==> src/rtl/usr_pkg.sv <==
// rtl/usr_pkg.sv - command codes shared by the universal shift register
package usr_pkg;
    localparam logic [2:0] MODE_HOLD  = 3'b000;
    localparam logic [2:0] MODE_LOAD  = 3'b001;
    localparam logic [2:0] MODE_SHL   = 3'b010;
    localparam logic [2:0] MODE_SHR   = 3'b011;
    localparam logic [2:0] MODE_ROL   = 3'b100;
    localparam logic [2:0] MODE_ROR   = 3'b101;
    localparam logic [2:0] MODE_ASR   = 3'b110;
    localparam logic [2:0] MODE_CLEAR = 3'b111;
endpackage

==> src/rtl/usr_step.sv <==
// rtl/usr_step.sv - one combinational bit step of a shift or rotate command
module usr_step
    import usr_pkg::*;
#(
    parameter int WIDTH = 8
) (
    input  logic [WIDTH-1:0] q,
    input  logic             sin,
    input  logic [2:0]       mode,
    output logic [WIDTH-1:0] q_next,
    output logic             sout_next
);
    always_comb begin
        q_next    = q;
        sout_next = 1'b0;
        case (mode)
            MODE_SHL: begin
                q_next    = {q[WIDTH-2:0], sin};
                sout_next = q[WIDTH-1];
            end
            MODE_SHR: begin
                q_next    = {sin, q[WIDTH-1:1]};
                sout_next = q[0];
            end
            MODE_ROL: begin
                q_next    = {q[WIDTH-2:0], q[WIDTH-1]};
                sout_next = q[WIDTH-1];
            end
            MODE_ROR: begin
                q_next    = {q[0], q[WIDTH-1:1]};
                sout_next = q[0];
            end
            MODE_ASR: begin
                q_next    = {q[WIDTH-1], q[WIDTH-1:1]};
                sout_next = q[0];
            end
            default: begin
                q_next    = q;
                sout_next = 1'b0;
            end
        endcase
    end
endmodule

==> src/rtl/universal_shift_register.sv <==
// rtl/universal_shift_register.sv - WIDTH-bit register with load/clear and
// multi-cycle shift/rotate commands under a busy/done handshake
module universal_shift_register
    import usr_pkg::*;
#(
    parameter int WIDTH = 8,
    parameter int AMT_W = 4
) (
    input  logic             clk,
    input  logic             rst_n,
    input  logic             enable,
    input  logic [2:0]       mode,
    input  logic [AMT_W-1:0] amt,
    input  logic [WIDTH-1:0] d,
    input  logic             sin,
    output logic [WIDTH-1:0] q,
    output logic             sout,
    output logic             busy,
    output logic             done
);
    logic [2:0]       mode_r;
    logic [AMT_W-1:0] remaining;
    logic [2:0]       step_mode;
    logic [WIDTH-1:0] q_next;
    logic             sout_next;

    // The first step happens on the accept edge, before mode is latched.
    assign step_mode = busy ? mode_r : mode;

    usr_step #(.WIDTH(WIDTH)) u_step (
        .q        (q),
        .sin      (sin),
        .mode     (step_mode),
        .q_next   (q_next),
        .sout_next(sout_next)
    );

    always_ff @(posedge clk or negedge rst_n) begin
        if (!rst_n) begin
            q         <= '0;
            sout      <= 1'b0;
            busy      <= 1'b0;
            done      <= 1'b0;
            remaining <= '0;
            mode_r    <= MODE_HOLD;
        end else begin
            done <= 1'b0;
            if (busy) begin
                q         <= q_next;
                sout      <= sout_next;
                remaining <= remaining - 1'b1;
                if (remaining == AMT_W'(1)) begin
                    busy <= 1'b0;
                    done <= 1'b1;
                end
            end else if (enable) begin
                case (mode)
                    MODE_HOLD: done <= 1'b1;
                    MODE_LOAD: begin
                        q    <= d;
                        done <= 1'b1;
                    end
                    MODE_CLEAR: begin
                        q    <= '0;
                        sout <= 1'b0;
                        done <= 1'b1;
                    end
                    default: begin
                        mode_r <= mode;
                        if (amt == '0) begin
                            done <= 1'b1;
                        end else begin
                            q         <= q_next;
                            sout      <= sout_next;
                            remaining <= amt - 1'b1;
                            busy      <= (amt != AMT_W'(1));
                            done      <= (amt == AMT_W'(1));
                        end
                    end
                endcase
            end
        end
    end
endmodule
==> config.mk <==
export PLATFORM = sky130hd
export DESIGN_NAME = universal_shift_register
export DESIGN_NICKNAME = d
export VERILOG_FILES = /design/src/rtl/usr_pkg.sv /design/src/rtl/usr_step.sv /design/src/rtl/universal_shift_register.sv
export SDC_FILE = /design/constraint.sdc
export NUM_CORES = 1
export LEC_CHECK = 0
export ABC_AREA = 1
export CAP_MARGIN = 20
export CORE_MARGIN = 2
export CORE_UTILIZATION = 52
export DETAILED_ROUTE_END_ITERATION = 12
export HOLD_SLACK_MARGIN = 0.02
export PLACE_DENSITY = 0.81
export SYNTH_ARGS = -nofsm -noshare
export SYNTH_HDL_FRONTEND = slang
export SYNTH_HIERARCHICAL = 1
export SYNTH_SLANG_ARGS = --single-unit
==> constraint.sdc <==
create_clock -name clk -period 2.4 [get_ports clk]
set_clock_uncertainty 0.2 [all_clocks]
set_input_delay 0.36 -clock clk [delete_from_list [all_inputs] [get_ports clk]]
set_output_delay 0.36 -clock clk [all_outputs]
set_load 0.005 [all_outputs]
==> metrics.csv <==
metric,value,unit
outcome,"complete, no violations",
synth_xor_area_frac,0.00579,
finalCriticalPeriod,2050,ps
final_net_count,301,
grt_pass1_wl,6.20,mm
num_rows,19,
syn_nets,261,
yosys.area_share.simple,0.502,
nFillCells,244,
die_width,58.0,um
hold_class,in2async,
cp_max_fo,8,
stdcell_count,307,
cp-end-kind,primary output,
synth_area_leaders,"dfrtp_1 (30%), nand2_1 (27%), nand3_1 (8.6%)",
post-dp-hpwl,2.64,mm
start_util,0.549,
power,2.13,mW
fmax,487,MHz
grt_overflow,0,
core_area,2760,um2
grt_pass1_vias,1460,
dieArea,3360,um2
placed_area,1890,um2
finalHoldViolations,0,
ys_seq_area_frac,0.298,
dpl.cell_count,304,
p_int,1.10,mW
tightest_slew,338,ps
setup_ws,348,ps
p_comb_frac,0.662,
avgSynthCellArea,6.36,um2
synthAdderAreaFrac,0.0331,
ys_types,25,
ant_nets,0,
muxShareOfSynthArea,0.00661,
grt_max_degree,19,
drc_errors,0,
synth_top_family_by_area,simple AND/OR/NAND/NOR gates,
rsz0062_at_grt,no,
routedWlPerCell,11.1,um
globalRouteTotalUtil,0.234,
drv_slew,0,
relSlewSlack,0.774,
final_cell_mix,"nand2_1 (110), clkdlybuf4s50_1 (29), nand3_1 (26)",
vias,1562,
pwr-share-seq,0.266,
portBuffers,29,
antenna_cells,0,
ys_ff_latch,18,
arrival,1490,ps
cp.required,1840,ps
top_level_ports,30,
p_sw_frac,0.485,
drt_iter0_markers,114,
p_leak,1.02,nW
ir_drop,0.759,mV
htree_levels,1,
die_h,58.0,um
cts_tree,yes,
cts-root-buf,clkbuf_4,
cts_buffers,3,
maxCapViolCount,0,
dr.pass1.iters,4,
fin_tns_setup,0,ps
clock-sinks,18,
ctsResizeCount,0,
drt-total-wl,3.41,mm
yosys_warnings,6,
antenna_found_initial,0,
powerDensity,1110,nW/um2
path_class,reg2out,
power.switching,1.03,mW
setup_viol,0,
cp-start-kind,flop,
routed_via_density,5.09,
clk_latency,290,ps
layout-drive-gt1-share,0.109,
place_worst_setup_slack,34.0,ps
post-route-util,0.693,
synthCells,238,
final_common_cell,nand2_1,
min_period_over_period,0.855,
synth_compound_area_frac,0.0669,
ctsHoldBuffers,0,
post_cts_buffers,0,
clk_pin_slew,100,ps
routabilityCongestion,0.878,
clkPwrFrac,0.072,
fin_hold_ws,186,ps
design_area,1910,um2
yosysTopAreaCellShare,0.298,
syn_area,1510,um2
synth_area_leader_cell,dfrtp_1,
area_growth,26.2,%
clock_path_buffers,2,
## kinds of logic after synthesis
kind of cell | after synthesis
buf+inv | 32
compound gates | 18
flops | 18
fa+ha+maj | 4
xor+xnor | 1
simple gates | 164
mux | 1
## final cells by class
cell class | count | area, um2 | area share
multi-input cells | 188 | 931 | 0.487
well taps | 31 | 38.8 | 0.0203
repair buffers | 38 | 358 | 0.187
flip-flops and latches | 18 | 450 | 0.236
clock buffers | 3 | 22.5 | 0.0118
inverters | 29 | 110 | 0.0576
## power groups by stage
stage,clock [mW],sequential [mW],combinational [mW]
2_1_floorplan,0,0.545,1.02
5_1_grt,0.175,0.593,1.62
3_3_place_gp,0,0.571,1.37
4_1_cts,0.156,0.565,1.41
6_report,0.154,0.565,1.41
3_5_place_dp,0,0.571,1.40
## worst max-delay path, cell delays in order, from the launching register on
cell and delay, ps:
dfrtp_1 480, buf_4 210, clkdlybuf4s50_1 510
## sequential cells by signal, summed over array words and instances, names as in the netlist
signal / count
q: 8
remaining: 4
mode_r: 3
busy: 1
done: 1
sout: 1
## metal layers
| layer | global-route usage | vias to the layer above | part of all wire |
|---|---|---|---|
| met2 | 0.377 | 40 | 0.45 |
| met3 | 0.0335 | 5 | 0.055 |
| met5 | 0 | - | 0 |
| li1 | - | 828 | - |
| met4 | 0.0897 | 0 | 0.014 |
| met1 | 0.320 | 689 | 0.48 |
## final timing paths
kind                            slack, ps        end  cells past startpoint       from
worst max-delay path                  350       busy                      2       busy
worst min-delay path                  190       done                      2      rst_n
worst max register to register        390       q[6]                     12       busy
worst min register to register        300  mode_r[0]                      2  mode_r[0]
max in group asynchronous            1610       q[4]                      2      rst_n
min in group clk                      300  mode_r[0]                      2  mode_r[0]
## synthesized netlist by cell type
cell type  count
nand2_1      110
nand3_1       26
inv_1         24
dfrtp_1       18
o21ai_0       13
nor2_1        12
ha_1           4
inv_2          4
nand4_1        4
a21oi_1        2
nand2_2        2
nand3_2        2
nand3_4        2
nor2_4         2
nor2_8         2
o21ai_1        2
buf_4          1
buf_6          1
clkbuf_1       1
clkinv_2       1
mux2i_1        1
nand2_4        1
nor2_2         1
o21ai_4        1
xnor2_1        1
No activity file was read; power rests on OpenSTA's default activity.
